===== config.mk =====
export PLATFORM = sky130hd
export DESIGN_NAME = rr_mux
export DESIGN_NICKNAME = d
export VERILOG_FILES = /design/src/rtl/rr_mux.sv
export SDC_FILE = /design/constraint.sdc
export NUM_CORES = 1
export LEC_CHECK = 0
export BUFFER_PORTS_ARGS = -buffer_cell sky130_fd_sc_hd__buf_2
export CORE_MARGIN = 2
export CORE_UTILIZATION = 45
export CTS_CLUSTER_SIZE = 40
export DETAILED_ROUTE_END_ITERATION = 7
export PLACE_DENSITY = 0.83
export SKIP_LAST_GASP = 1
export SYNTH_ARGS = -nofsm -noshare
export SYNTH_HDL_FRONTEND = slang
export SYNTH_SLANG_ARGS = --single-unit

===== constraint.sdc =====
create_clock -name clk -period 5.5 [get_ports clk]
set_clock_uncertainty 0.2 [all_clocks]
set_input_delay 1.1 -clock clk [delete_from_list [all_inputs] [get_ports clk]]
set_output_delay 1.1 -clock clk [all_outputs]
set_load 0.02 [all_outputs]

===== src/rtl/rr_mux.sv =====
// rtl/rr_mux.sv - N-to-1 valid/ready multiplexer with registered output and fixed/round-robin arbitration
//
// Parameters:
//   N     number of input channels (2..16)
//   W     data width per channel in bits (1..64)
//   SELW  width of sel / out_ch (derived from N)
//
// Ports:
//   clk        rising-edge clock
//   rst_n      synchronous active-low reset
//   mode       0 = fixed select via sel, 1 = round-robin arbitration
//   sel        channel index used when mode = 0
//   in_data    packed channel data, channel c at [c*W +: W]
//   in_valid   per-channel valid
//   in_ready   per-channel ready, one-hot or zero
//   out_data   registered output word
//   out_valid  output register holds a word
//   out_ready  consumer accepts the word
//   out_ch     channel that supplied out_data
//
// Optional feature, enabled by defining RR_MUX_PKT_LOCK_EN:
//   in_last    per-channel end-of-packet marker
//   out_last   registered end-of-packet marker for out_data
//   A transfer with in_last = 0 locks the grant to that channel until its
//   in_last = 1 transfer, in either mode.

module rr_mux #(
    parameter int N    = 4,
    parameter int W    = 1,
    parameter int SELW = $clog2(N)
) (
    input  logic            clk,
    input  logic            rst_n,
    input  logic            mode,
    input  logic [SELW-1:0] sel,
    input  logic [N*W-1:0]  in_data,
    input  logic [N-1:0]    in_valid,
    output logic [N-1:0]    in_ready,
`ifdef RR_MUX_PKT_LOCK_EN
    input  logic [N-1:0]    in_last,
    output logic            out_last,
`endif
    output logic [W-1:0]    out_data,
    output logic            out_valid,
    input  logic            out_ready,
    output logic [SELW-1:0] out_ch
);

    typedef enum logic {
        EMPTY = 1'b0,
        FULL  = 1'b1
    } state_t;

    state_t          state;
    logic [SELW-1:0] ptr;
    logic            load_en;
    logic            grant_vld;
    logic [SELW-1:0] grant_idx;
    logic            xfer;
    logic [SELW-1:0] grant_next;

`ifdef RR_MUX_PKT_LOCK_EN
    logic            lock;
    logic [SELW-1:0] lock_ch;
`endif

    assign out_valid = (state == FULL);

    // The register can take a new word when empty or when it is being drained
    // on this same edge, which gives one word per cycle.
    assign load_en = (state == EMPTY) || out_ready;

    // Grant selection; deliberately independent of in_ready.
    always_comb begin
        int  idx;
        logic found;
        grant_vld = 1'b0;
        grant_idx = '0;
        idx       = 0;
        found     = 1'b0;
`ifdef RR_MUX_PKT_LOCK_EN
        if (lock) begin
            grant_vld = in_valid[lock_ch];
            grant_idx = lock_ch;
        end else
`endif
        if (!mode) begin
            // Matching against each legal index keeps sel >= N from ever granting.
            for (int c = 0; c < N; c++) begin
                if (sel == SELW'(c) && in_valid[c]) begin
                    grant_vld = 1'b1;
                    grant_idx = SELW'(c);
                end
            end
        end else begin
            // Search ptr, ptr+1, ..., wrapping back to ptr-1.
            for (int k = 0; k < N; k++) begin
                idx = int'(ptr) + k;
                if (idx >= N) begin
                    idx = idx - N;
                end
                if (!found && in_valid[idx]) begin
                    found     = 1'b1;
                    grant_vld = 1'b1;
                    grant_idx = SELW'(idx);
                end
            end
        end
    end

    always_comb begin
        in_ready = '0;
        if (rst_n && grant_vld && load_en) begin
            in_ready[grant_idx] = 1'b1;
        end
    end

    assign xfer       = rst_n && grant_vld && load_en;
    assign grant_next = (int'(grant_idx) == N - 1) ? '0 : grant_idx + SELW'(1);

    always_ff @(posedge clk) begin
        if (!rst_n) begin
            state    <= EMPTY;
            out_data <= '0;
            out_ch   <= '0;
            ptr      <= '0;
`ifdef RR_MUX_PKT_LOCK_EN
            out_last <= 1'b0;
            lock     <= 1'b0;
            lock_ch  <= '0;
`endif
        end else begin
            if (xfer) begin
                state    <= FULL;
                out_data <= in_data[int'(grant_idx)*W +: W];
                out_ch   <= grant_idx;
`ifdef RR_MUX_PKT_LOCK_EN
                out_last <= in_last[grant_idx];
                lock     <= !in_last[grant_idx];
                lock_ch  <= grant_idx;
                // Mid-packet words do not move the round-robin pointer.
                if (mode && in_last[grant_idx]) begin
                    ptr <= grant_next;
                end
`else
                if (mode) begin
                    ptr <= grant_next;
                end
`endif
            end else if (out_ready) begin
                state <= EMPTY;
            end
        end
    end

endmodule

Word-level counts from Yosys, hierarchy flattened --
Cells that the tools add are included.
Cells by class: bitwise gates (word level) 1, reductions and logical operators 17, muxes and demuxes 48, shift operators 1, equality and inequality tests 4, add/subtract/negate cells 8, magnitude comparators 10
Operator list (number):
- 32-bit 2-to-1 mux | 8
- 32-bit by 4-bit < comparator with 1-bit output (second input constant) | 4
- 1-bit 2-to-1 mux | 26
- 2-bit 2-to-1 mux | 8
- 3-bit by 3-bit subtractor with 4-bit output (second input constant) | 3
- 1-bit logical AND | 10
- 3-bit greater-or-equal comparator (second input constant) | 3
- 1-bit binary-select mux with 2-bit select | 4
- 2-bit by 2-bit adder with 3-bit output (second input constant) | 2
- 2-bit by 1-bit == test with 1-bit output (second input constant) | 2
- 2-bit == test (second input constant) | 2
- 4-bit 2-to-1 mux | 1
- 4-bit by 3-bit indexed part select with 1-bit output | 1
- 2-bit by 3-bit subtractor with 4-bit output (second input constant) | 1
- 2-bit by 1-bit adder with 3-bit output (second input constant) | 1
- 2-bit by 3-bit greater-or-equal comparator with 1-bit output (second input constant) | 1
- 1-bit logical NOT | 3
- 2-bit by 3-bit < comparator with 1-bit output (second input constant) | 1
- 2-bit by 1-bit adder with 2-bit output (second input constant) | 1
- 1-bit demux with 2-bit select | 1
- 2-bit by 1-bit greater-or-equal comparator with 1-bit output (second input constant) | 1
- 2-bit logical NOT | 1
- 2-bit AND reduction | 1
- 2-bit nonzero test | 1
- other kinds (2) | 2
Word-level totals: logic and storage cells 93, output and inout bits 8, bits in registers 6, input port bits 14

Longest topological paths before layout --
Gate-level depths: netlist of run 1.
depth after elaboration 25, gate-level depth with buffers 8

Least setup slack after synthesis of run 1 --
OpenSTA, ideal clock, no wires.
path type input-to-output, from input port in_valid[0], to output port in_ready[2], data required time 4200 ps, arrival 2370 ps, slack 1830 ps, stages 6, cell sequence nand2b_1 a221o_1 a311o_2 clkinv_2 ha_1 and2_1
Between the ends: word-level cells in the longest chain between the ends 22, elaborated cells on any way between the ends 46, those cells by class order compare (2); mux (34); reduce/logical (10)
Ends and longest elaborated chain:
- from (decl) | line 37 | input logic [N-1:0] in_valid,
- 1-bit binary-select mux with 2-bit select | line 102 | if (!found && in_valid[idx]) begin
- 1-bit 2-to-1 mux (not written as such) (2 in a row) | line 102
- 1-bit 2-to-1 mux | line 102
- 1-bit 2-to-1 mux | line 87 | if (!mode) begin
- 1-bit logical NOT | line 102
- 1-bit logical AND | line 102
- 1-bit 2-to-1 mux | line 102
- 1-bit 2-to-1 mux | line 87
- [... 6 more ...]
- 2-bit 2-to-1 mux (*) | line 102
- 2-bit 2-to-1 mux (*) | line 87
- named net grant_idx[1] | line 58 | logic [SELW-1:0] grant_idx;
- 2-bit by 3-bit < comparator with 1-bit output (not written as such) / 2-bit by 1-bit greater-or-equal comparator with 1-bit output (equally long branches) | line 114 | in_ready[grant_idx] = 1'b1;
- 1-bit logical AND (not written as such) | line 114
- 1-bit 2-to-1 mux (not written as such) | line 114
- 1-bit demux with 2-bit select (*) | line 114
- 4-bit 2-to-1 mux (*) | line 113 | if (rst_n && grant_vld && load_en) begin
- to (decl) | line 38 | output logic [N-1:0] in_ready,
Mark *: on every way through the listed nets, which the timed path passes. The rest lies on a longest branch. The select of a mux whose other input is x is not followed.

Final worst setup path of run 1 --
from input port in_valid[1], to output port in_ready[2]
Same word-level chain as after synthesis.

==> results of run 1 <==
per-layer routing:
layer | vias up | part of all wire | GRT usage
met3 | 2 | 0.044 | 0.0500
met2 | 15 | 0.49 | 0.327
met1 | 271 | 0.45 | 0.244
met5 | - | 0 | 0
li1 | 318 | - | -
met4 | 0 | 0.010 | 0.0500
layout make-up:
class,instances,area (um^2),share of cell area
Timing Repair Buffer,21,105,0.145
Tap cell,15,18.8,0.0258
Clock buffer,3,22.5,0.0310
Multi-Input combinational cell,59,433,0.596
Inverter,7,27.5,0.0379
Sequential cell,6,120,0.165
final timing paths:
check	slack (ps)	from	cells after the start	endpoint
setup reg to reg	3400	ptr[1]	7	ptr[1]
hold reg to reg	260	out_ch[1]	2	out_ch[1]
setup / recovery	1550	in_valid[1]	8	in_ready[2]
hold / removal	260	out_ch[1]	2	out_ch[1]
layout by cell type, fill, tap and decap left out, drive strengths merged, types with 2 or more instances in the layout:
cell	synthesis	routed
nand2	8	8
a211oi	3	3
dfxtp	6	6
mux2i	3	3
ha	4	4
buf	2	21
clkbuf	0	3
nand2b	3	3
a31oi	4	4
inv	6	6
nand3	6	6
nand4bb	2	2
nor2	4	4
a21oi	5	5
o21ai	2	2
and2	4	4
power breakdown:
part / total [mW] / switching [mW] / internal (mW)
registers: 0.0506 / 0.00302 / 0.0475
clock network: 0.0402 / 0.0155 / 0.0247
logic: 0.0527 / 0.0317 / 0.0210
per-stage QoR:
step / utilization / instances / setup WS [ps]
6_report: 0.573 / 111 / 1550
2_1_floorplan: - / 74 / 1830
5_1_grt: 0.573 / 111 / 1430
3_5_place_dp: 0.555 / 108 / 1560
4_1_cts: 0.573 / 111 / 1550
3_3_place_gp: 0.555 / 108 / 1600
sequential cells by signal, summed over array words and instances (netlist names):
register,count
out_valid,1
out_data,1
out_ch,2
ptr,2
cell families after synthesis:
family / Yosys count / synth area share
AOI/OAI and AO/OA: 21 / 0.307
adders and majority gates: 4 / 0.0847
buffers and inverters: 9 / 0.0635
DFF: 6 / 0.203
muxes: 4 / 0.0699
and+or+nand+nor: 30 / 0.271
worst max-delay path: stages:
cell and delay, ps:
buf_2 130, nand4bb_1 230, a2111oi_0 390, a311o_2 240
clkinv_2 100, ha_1 180, and2_1 120, buf_2 150
==> run_summary.xml, run 1 <==
<?xml version="1.0" encoding="UTF-8"?>
<metrics>
  <group name="run_status">
    <metric name="run_status" unit="">finished clean</metric>
  </group>
  <group name="floorplan">
    <metric name="num_rows" unit="">13</metric>
    <metric name="floorplan.die_area" unit="um^2">1620</metric>
    <metric name="die_h" unit="um">40.2</metric>
    <metric name="ios" unit="">22</metric>
    <metric name="die_w" unit="um">40.2</metric>
    <metric name="initial_utilization" unit="">0.465</metric>
    <metric name="core_area" unit="um^2">1270</metric>
  </group>
  <group name="drt">
    <metric name="route.detailed.vias_per_inst" unit="">5.46</metric>
    <metric name="ant_nets" unit="">0</metric>
    <metric name="routed-via-count" unit="">606</metric>
    <metric name="route.detailed.drc" unit="">0</metric>
    <metric name="wire_per_inst" unit="um">12.2</metric>
    <metric name="drt_first_iter_violations" unit="">17</metric>
    <metric name="routed_wl" unit="mm">1.35</metric>
    <metric name="first_pass_iters" unit="">4</metric>
  </group>
  <group name="logic_synthesis">
    <metric name="post_synth_inst_count" unit="">74</metric>
    <metric name="netlist-cell-type-count" unit="">30</metric>
    <metric name="synthDominantCellAreaShare" unit="">0.203</metric>
    <metric name="number_of_flops_mapped_to_enable_cells_by_yosys" unit="">0</metric>
    <metric name="syn-mean-instance-area" unit="um^2">7.98</metric>
    <metric name="synthesis.area" unit="um^2">591</metric>
    <metric name="synth_area_leaders" unit="">dfxtp_1 (20%), ha_1 (8.5%), mux2i_1 (5.1%)</metric>
    <metric name="async_reset_ff_frac" unit="">0</metric>
    <metric name="postSynthRegisterBits" unit="">6</metric>
    <metric name="synth_area_leader_cell" unit="">dfxtp_1</metric>
    <metric name="top_count_cell_post_synth" unit="">nand2_1</metric>
    <metric name="synth.net_count" unit="">92</metric>
    <metric name="synthesis.yosys.warnings" unit="">0</metric>
    <metric name="register_area_share_after_synthesis" unit="">0.203</metric>
    <metric name="dominantRegCellSynth" unit="">dfxtp_1</metric>
    <metric name="synth.cells.most_frequent" unit="">nand2_1 (8), dfxtp_1 (6), nand3_1 (6)</metric>
  </group>
  <group name="finish">
    <metric name="post_route_cells_drive_above_1_share" unit="">0.344</metric>
    <metric name="final_nets" unit="">116</metric>
    <metric name="nFillCells" unit="">122</metric>
    <metric name="antenna-diode-count" unit="">0</metric>
    <metric name="area_growth_syn_to_layout" unit="%">23.1</metric>
    <metric name="final_area" unit="um^2">727</metric>
  </group>
  <group name="timing">
    <metric name="worst_slew_pin_slew" unit="ps">513</metric>
    <metric name="hold_ws" unit="ps">261</metric>
    <metric name="slew_viol_final" unit="">0</metric>
    <metric name="totalNegativeSetupSlack" unit="ps">0</metric>
    <metric name="rsz0062_at_grt" unit="">false</metric>
    <metric name="final.period_utilization" unit="">0.718</metric>
    <metric name="setup_viol" unit="">0</metric>
    <metric name="finalWorstPathRequiredPeriod" unit="ps">3950</metric>
    <metric name="final_hold_viol_count" unit="">0</metric>
    <metric name="maxClockFrequency" unit="MHz">253</metric>
    <metric name="relSlewSlack" unit="">0.655</metric>
  </group>
  <group name="setup_path">
    <metric name="worst-path-max-fanout" unit="">7</metric>
    <metric name="worstSetupEndpointType" unit="">output port</metric>
    <metric name="cp.arrival" unit="ps">2650</metric>
    <metric name="worst-endpoint-required" unit="ps">4200</metric>
    <metric name="critPathLaunchType" unit="">input port</metric>
    <metric name="worst-setup-path-type" unit="">in -&gt; out</metric>
  </group>
  <group name="placed_design">
    <metric name="routabilityCongestion" unit="">0.826</metric>
    <metric name="detailed_place.area" unit="um^2">704</metric>
    <metric name="port_buffers" unit="">21</metric>
    <metric name="place_hpwl" unit="mm">1.08</metric>
  </group>
  <group name="power_and_ir_drop">
    <metric name="power.total" unit="mW">0.143</metric>
    <metric name="p_leak" unit="nW">0.340</metric>
    <metric name="vdd_ir_drop_max" unit="uV">135</metric>
    <metric name="power_density" unit="nW/um^2">197</metric>
  </group>
  <group name="global_routing">
    <metric name="grt_antenna_before_repair" unit="">0</metric>
    <metric name="global_route.usage.total" unit="">0.194</metric>
    <metric name="largest_net_degree_at_the_start_of_global_routing" unit="">11</metric>
    <metric name="grt_pass1_wl" unit="mm">2.13</metric>
    <metric name="globalRoute.totalOverflow" unit="">0</metric>
    <metric name="first_global_vias" unit="">509</metric>
  </group>
  <group name="cts">
    <metric name="tritoncts_buffer_count" unit="">3</metric>
    <metric name="cts_sinks" unit="">6</metric>
    <metric name="cts-root-to-sink-buffers" unit="">2</metric>
    <metric name="htree_levels" unit="">1</metric>
    <metric name="cts_repair_resize_count" unit="">0</metric>
    <metric name="clkTransAtPathRegs" unit="ps">50</metric>
    <metric name="cts_hold_repair.buffers" unit="">0</metric>
    <metric name="postCtsSetupRepairBufs" unit="">0</metric>
    <metric name="cts_root_buf" unit="">clkbuf_4</metric>
    <metric name="clock_insertion_delay_worst_skew" unit="ps">240</metric>
    <metric name="tritoncts_clock_tree" unit="">yes</metric>
  </group>
  <group name="run">
    <metric name="max-cap-violations" unit="">0</metric>
  </group>
  <group name="min_path">
    <metric name="worstHoldPathType" unit="">reg -&gt; reg</metric>
  </group>
</metrics>
No activity file was read; power rests on OpenSTA's default activity.
==> run 2: changes to the inputs <==
CORE_UTILIZATION = 42   (was 45)
PLACE_DENSITY = 0.82   (was 0.83)
clock period = 3.4 ns   (was 5.5 ns; I/O delays follow)
==> run 2 against run 1 <==
Count of clock-buffer cells in the layout stayed put. First-iteration DRC count is 12% higher. Final area stayed put. Cell count stayed put. Power is 60% higher. Wire length is 0.15% higher. Sequential power is 61% higher. Combinational power is 62% higher. Die area is 6.4% higher. Register-to-register slack worse by 2100 ps. Flip-flop and latch count stayed put. Critical path type unchanged. Largest cell class unchanged. Largest power group unchanged.
==> run_summary.xml, run 2 (synthesized netlist as in run 1, its figures left out) <==
<?xml version="1.0" encoding="UTF-8"?>
<metrics>
  <group name="run_status">
    <metric name="run_status" unit="">finished clean</metric>
  </group>
  <group name="cts">
    <metric name="cts_hold_repair.buffers" unit="">0</metric>
    <metric name="cts_sinks" unit="">6</metric>
    <metric name="tritoncts_buffer_count" unit="">3</metric>
    <metric name="htree_levels" unit="">1</metric>
    <metric name="cts_root_buf" unit="">clkbuf_4</metric>
    <metric name="cts_repair_resize_count" unit="">0</metric>
    <metric name="clkTransAtPathRegs" unit="ps">40</metric>
    <metric name="postCtsSetupRepairBufs" unit="">0</metric>
    <metric name="clock_insertion_delay_worst_skew" unit="ps">240</metric>
    <metric name="cts-root-to-sink-buffers" unit="">2</metric>
    <metric name="tritoncts_clock_tree" unit="">yes</metric>
  </group>
  <group name="setup_path">
    <metric name="crit_path_cell_trace" unit="">buf_2 -&gt; nand4bb_1 -&gt; a2111oi_0 -&gt; a311o_2 -&gt; clkinv_2 -&gt; ha_1 -&gt; and2_1 -&gt; buf_2</metric>
    <metric name="worst-path-max-fanout" unit="">8</metric>
    <metric name="cp_buf_inv_count" unit="">3</metric>
    <metric name="critPathLaunchType" unit="">input port</metric>
    <metric name="worst-endpoint-required" unit="ps">2520</metric>
    <metric name="worst-setup-path-type" unit="">in -&gt; out</metric>
    <metric name="worstSetupEndpointType" unit="">output port</metric>
    <metric name="timing.critical_path.mode_cell" unit="">buf_2</metric>
    <metric name="timing.critical_path.slowest_cell_delay" unit="ps">450</metric>
    <metric name="cp.arrival" unit="ps">2270</metric>
    <metric name="rr_worst_depth" unit="">7</metric>
    <metric name="worst-path-stages" unit="">8</metric>
    <metric name="top_family_by_delay_on_critical_path" unit="">compound AO/OA/AOI/OAI gates</metric>
    <metric name="crit_path_top_delay_cell" unit="">a2111oi_0</metric>
  </group>
  <group name="floorplan">
    <metric name="die_w" unit="um">41.5</metric>
    <metric name="die_h" unit="um">41.5</metric>
    <metric name="ios" unit="">22</metric>
    <metric name="floorplan.die_area" unit="um^2">1720</metric>
    <metric name="initial_utilization" unit="">0.454</metric>
    <metric name="core_area" unit="um^2">1300</metric>
    <metric name="num_rows" unit="">13</metric>
  </group>
  <group name="finish">
    <metric name="layout_commonest_cell" unit="">buf_2</metric>
    <metric name="area_growth_syn_to_layout" unit="%">23.1</metric>
    <metric name="largest_registers" unit="">out_ch: 2 flops, ptr: 2 flops</metric>
    <metric name="antenna-diode-count" unit="">0</metric>
    <metric name="most_used_cells_in_the_layout_excluding_fill_and_tap_cells" unit="">buf_2 (21), nand2_1 (8), nand3_1 (6), dfxtp_1 (6)</metric>
    <metric name="final_nets" unit="">116</metric>
    <metric name="post_route_cells_drive_above_1_share" unit="">0.344</metric>
  </group>
  <group name="timing">
    <metric name="maxClockFrequency" unit="MHz">317</metric>
    <metric name="rsz0062_at_grt" unit="">false</metric>
    <metric name="finalWorstPathRequiredPeriod" unit="ps">3150</metric>
    <metric name="relSlewSlack" unit="">0.699</metric>
    <metric name="hold_ws" unit="ps">251</metric>
    <metric name="worst_slew_pin_slew" unit="ps">448</metric>
    <metric name="setup_viol" unit="">0</metric>
    <metric name="slew_viol_final" unit="">0</metric>
    <metric name="final_hold_viol_count" unit="">0</metric>
    <metric name="totalNegativeSetupSlack" unit="ps">0</metric>
    <metric name="final.period_utilization" unit="">0.927</metric>
  </group>
  <group name="min_path">
    <metric name="worstHoldPathCells" unit="">2</metric>
    <metric name="worstHoldPathType" unit="">reg -&gt; reg</metric>
  </group>
  <group name="drt">
    <metric name="first_pass_iters" unit="">4</metric>
    <metric name="route.detailed.drc" unit="">0</metric>
    <metric name="wire_per_inst" unit="um">12.2</metric>
    <metric name="ant_nets" unit="">0</metric>
    <metric name="routed-via-count" unit="">625</metric>
    <metric name="routed_wl" unit="mm">1.35</metric>
    <metric name="route.detailed.vias_per_inst" unit="">5.63</metric>
    <metric name="drt_first_iter_violations" unit="">19</metric>
  </group>
  <group name="placed_design">
    <metric name="routabilityCongestion" unit="">0.733</metric>
    <metric name="port_buffers" unit="">21</metric>
    <metric name="place_hpwl" unit="mm">1.10</metric>
  </group>
  <group name="global_routing">
    <metric name="first_global_vias" unit="">574</metric>
    <metric name="global_route.usage.total" unit="">0.171</metric>
    <metric name="grt_pass1_wl" unit="mm">2.34</metric>
    <metric name="largest_net_degree_at_the_start_of_global_routing" unit="">11</metric>
    <metric name="grt_antenna_before_repair" unit="">0</metric>
    <metric name="globalRoute.totalOverflow" unit="">0</metric>
  </group>
  <group name="power_and_ir_drop">
    <metric name="power_density" unit="nW/um^2">316</metric>
    <metric name="vdd_ir_drop_max" unit="uV">200</metric>
    <metric name="p_leak" unit="nW">0.340</metric>
  </group>
  <group name="run">
    <metric name="max-cap-violations" unit="">0</metric>
  </group>
</metrics>
run 2: cell counts in the layout (fill, tap and decap cells not counted):
No cell type changed its count.
run 2: routing by layer:
layer,track usage,vias to the layer above,part of all wire
li1,-,316,-
met1,0.202,289,0.42
met2,0.281,17,0.51
met3,0.0391,3,0.048
met4,0.0968,0,0.017
met5,0,-,0
run 2: power by group:
| part | total, mW | leakage [nW] | switching [mW] | internal, mW |
|---|---|---|---|---|
| Combinational | 0.0855 | 0.277 | 0.0513 | 0.0342 |
| Sequential | 0.0816 | 0.0495 | 0.00463 | 0.0770 |
| Clock | 0.0628 | 0.0138 | 0.0230 | 0.0397 |
| Total | 0.230 | 0.340 | 0.0790 | 0.151 |
run 2: final timing paths:
path	slack, ps	to	from
min	250	out_ch[1]	out_ch[1]
max reg2reg	1270	ptr[1]	ptr[1]
min reg2reg	250	out_ch[1]	out_ch[1]
max	250	in_ready[3]	in_valid[0]
run 2: layout make-up:
| class | count | area (um^2) |
|---|---|---|
| clock buffer | 3 | 22.5 |
| fill | 154 | 574 |
| inverter | 7 | 27.5 |
| multi-input combinational | 59 | 433 |
| sequential | 6 | 120 |
| tap | 15 | 18.8 |
| timing repair buffer | 21 | 105 |
run 2: stage by stage:
stage	power, mW	cell area [um^2]	setup WS (ps)	cells	utilization
after global placement	0.166	704	337	108	0.541
final	0.230	727	248	111	0.559
after CTS	0.233	727	290	111	0.559
after floorplan	0.141	591	570	74	-
after detailed placement	0.169	704	294	108	0.541
after global routing	0.246	727	133	111	0.559
run 2: worst reg2reg max path, cell delays in order (launching register included):
cell	delay, ps
dfxtp_1	450
nand4bb_1	140
a2111oi_0	450
a311o_2	250
clkinv_2	100
ha_1	280
nand3_1	60
a21oi_1	130
==> run 3: changes to the inputs <==
clock period = 2.86 ns   (was 3.4 ns; I/O delays follow)
==> run 3 against run 2 <==
Critical path depth fell by 1. Setup slack lost 200 ps. Combinational power increased by 38%. Die area unchanged. Via count down 3.5%. Worst hold slack better by 6.0 ps. Register-to-register slack got worse by 400 ps. Sequential share of layout area is 2.0 points lower. Cell count rose by 4.5%. Power rose by 26%. Global-route usage decreased by 0.45 points. Highest routed layer is now met3.
==> run_summary.xml, run 3 (synthesized netlist as in run 1, its figures left out) <==
<?xml version="1.0" encoding="UTF-8"?>
<metrics>
  <group name="setup_path">
    <metric name="setup.reg_to_reg.worst_slack" unit="ps">870</metric>
    <metric name="worst-path-stages" unit="">7</metric>
    <metric name="cp_buf_inv_count" unit="">2</metric>
    <metric name="worst-setup-path-type" unit="">in -&gt; out</metric>
    <metric name="cp.arrival" unit="ps">2040</metric>
    <metric name="worst-path-max-fanout" unit="">8</metric>
    <metric name="rr_worst_depth" unit="">7</metric>
    <metric name="timing.critical_path.mode_cell" unit="">buf_2</metric>
    <metric name="crit_path_cell_trace" unit="">buf_2 -&gt; nand2b_1 -&gt; a221o_1 -&gt; a311o_2 -&gt; ha_2 -&gt; and2_1 -&gt; buf_2</metric>
    <metric name="critPathLaunchType" unit="">input port</metric>
    <metric name="crit_path_top_delay_cell" unit="">a311o_2</metric>
    <metric name="top_family_by_delay_on_critical_path" unit="">compound AO/OA/AOI/OAI gates</metric>
    <metric name="timing.critical_path.slowest_cell_delay" unit="ps">380</metric>
    <metric name="worstSetupEndpointType" unit="">output port</metric>
    <metric name="worst-endpoint-required" unit="ps">2090</metric>
  </group>
  <group name="finish">
    <metric name="final_area" unit="um^2">836</metric>
    <metric name="final_nets" unit="">121</metric>
    <metric name="most_used_cells_in_the_layout_excluding_fill_and_tap_cells" unit="">buf_2 (19), nand2_1 (8), nand3_1 (6), buf_4 (6)</metric>
    <metric name="post_route_cells_drive_above_1_share" unit="">0.436</metric>
    <metric name="layout.core_utilization" unit="">0.642</metric>
    <metric name="nFillCells" unit="">119</metric>
    <metric name="layout_commonest_cell" unit="">buf_2</metric>
    <metric name="largest_registers" unit="">out_ch: 2 flops, ptr: 2 flops</metric>
    <metric name="antenna-diode-count" unit="">0</metric>
    <metric name="non_filler_instance_count_after_layout" unit="">116</metric>
    <metric name="area_growth_syn_to_layout" unit="%">41.5</metric>
  </group>
  <group name="floorplan">
    <metric name="die_h" unit="um">41.5</metric>
    <metric name="num_rows" unit="">13</metric>
    <metric name="die_w" unit="um">41.5</metric>
    <metric name="core_area" unit="um^2">1300</metric>
    <metric name="initial_utilization" unit="">0.454</metric>
    <metric name="floorplan.die_area" unit="um^2">1720</metric>
    <metric name="ios" unit="">22</metric>
  </group>
  <group name="timing">
    <metric name="slew_viol_final" unit="">0</metric>
    <metric name="rsz0062_at_grt" unit="">true</metric>
    <metric name="final_hold_viol_count" unit="">0</metric>
    <metric name="finalWorstPathRequiredPeriod" unit="ps">2810</metric>
    <metric name="worst_slew_pin_slew" unit="ps">340</metric>
    <metric name="setup_viol" unit="">0</metric>
    <metric name="relSlewSlack" unit="">0.771</metric>
    <metric name="final.period_utilization" unit="">0.984</metric>
    <metric name="maxClockFrequency" unit="MHz">355</metric>
  </group>
  <group name="global_routing">
    <metric name="global_route.usage.total" unit="">0.166</metric>
    <metric name="grt_antenna_before_repair" unit="">0</metric>
    <metric name="largest_net_degree_at_the_start_of_global_routing" unit="">9</metric>
    <metric name="grt_pass1_wl" unit="mm">2.25</metric>
    <metric name="gr-usage-met1" unit="">0.191</metric>
    <metric name="globalRoute.totalOverflow" unit="">0</metric>
    <metric name="globalRoute.busiestLayer" unit="">met2</metric>
    <metric name="first_global_vias" unit="">576</metric>
    <metric name="met2_usage" unit="">0.288</metric>
    <metric name="grt_use_met3" unit="">0.0261</metric>
  </group>
  <group name="cts">
    <metric name="cts-root-to-sink-buffers" unit="">2</metric>
    <metric name="cts_root_buf" unit="">clkbuf_4</metric>
    <metric name="cts_hold_repair.buffers" unit="">0</metric>
    <metric name="clock_insertion_delay_worst_skew" unit="ps">230</metric>
    <metric name="tritoncts_clock_tree" unit="">yes</metric>
    <metric name="htree_levels" unit="">1</metric>
    <metric name="cts_sinks" unit="">6</metric>
    <metric name="clkTransAtPathRegs" unit="ps">40</metric>
    <metric name="tritoncts_buffer_count" unit="">3</metric>
  </group>
  <group name="power_and_ir_drop">
    <metric name="p_leak" unit="nW">0.369</metric>
    <metric name="power.total" unit="mW">0.289</metric>
    <metric name="power_density" unit="nW/um^2">345</metric>
    <metric name="vdd_ir_drop_max" unit="uV">249</metric>
    <metric name="clkPwrFrac" unit="">0.251</metric>
    <metric name="internal-power" unit="mW">0.190</metric>
    <metric name="power.switching_fraction" unit="">0.340</metric>
    <metric name="p_seq_frac" unit="">0.342</metric>
    <metric name="p_switching" unit="mW">0.0981</metric>
    <metric name="share_of_power_burned_in_combinational_logic" unit="">0.408</metric>
  </group>
  <group name="drt">
    <metric name="routed-via-count" unit="">603</metric>
    <metric name="routed_wl" unit="mm">1.41</metric>
    <metric name="wire_per_inst" unit="um">12.2</metric>
    <metric name="drt_first_iter_violations" unit="">9</metric>
    <metric name="first_pass_iters" unit="">4</metric>
    <metric name="ant_nets" unit="">0</metric>
    <metric name="route.detailed.vias_per_inst" unit="">5.20</metric>
    <metric name="route.detailed.drc" unit="">0</metric>
  </group>
  <group name="min_path">
    <metric name="worstHoldPathCells" unit="">2</metric>
    <metric name="worstHoldPathType" unit="">reg -&gt; reg</metric>
  </group>
  <group name="run">
    <metric name="max-cap-violations" unit="">0</metric>
  </group>
  <group name="placed_design">
    <metric name="place_hpwl" unit="mm">1.08</metric>
    <metric name="routabilityCongestion" unit="">0.763</metric>
    <metric name="detailed_place.area" unit="um^2">734</metric>
    <metric name="port_buffers" unit="">21</metric>
    <metric name="dp_cells" unit="">112</metric>
  </group>
  <group name="run_status">
    <metric name="run_status" unit="">finished clean</metric>
  </group>
</metrics>
run 3: tightest hold or removal path: cells and delay by family, from the launching register on:
family,cells,cell delay (ps)
AND/OR/NAND/NOR,1,50
flip-flops,1,300
AO/OA/AOI/OAI,1,50
run 3: what timing repair did:
item,4_1_cts,5_1_grt
cloned,0,0
gates resized for setup,0,12
endpoints found under the hold margin,0,0
pin swaps,1,4
endpoints found under the setup margin,1,4
setup buffers,0,1
run 3: per-stage QoR:
step                      setup WS [ps]  hold slack [ps]  setup TNS [ps]
after floorplan                     246              266               0
after global placement             16.0              243               0
after detailed placement          -3.60              253           -3.60
after CTS                          19.3              258               0
after global routing              -26.2              283           -61.0
final                              46.4              257               0
run 3: cell type report:
class | count | area, um^2 | area share
Inverter | 7 | 28.8 | 0.0344
Timing Repair Buffer | 26 | 151 | 0.181
Sequential cell | 6 | 121 | 0.145
Clock buffer | 3 | 22.5 | 0.0269
Multi-Input combinational cell | 59 | 493 | 0.590
Tap cell | 15 | 18.8 | 0.0225
run 3: power groups by stage:
stage          sequential [mW]  clock [mW]  combinational, mW
2_1_floorplan            0.105           0             0.0629
3_3_place_gp            0.0984           0              0.106
3_5_place_dp            0.0987           0              0.106
4_1_cts                 0.0973      0.0764              0.107
5_1_grt                 0.0993      0.0834              0.129
6_report                0.0986      0.0723              0.118
run 3: path summary, 6_finish.rpt:
| path | end | from |
|---|---|---|
| min | out_ch[1] | out_ch[1] |
| min reg2reg | out_ch[1] | out_ch[1] |
| max | in_ready[1] | in_valid[0] |
| max reg2reg | ptr[1] | ptr[1] |
run 3: layer usage:
metal	wire (um)	part of all wire
met5	0	0
met4	0	0
met3	32	0.023
met2	746	0.53
met1	633	0.45
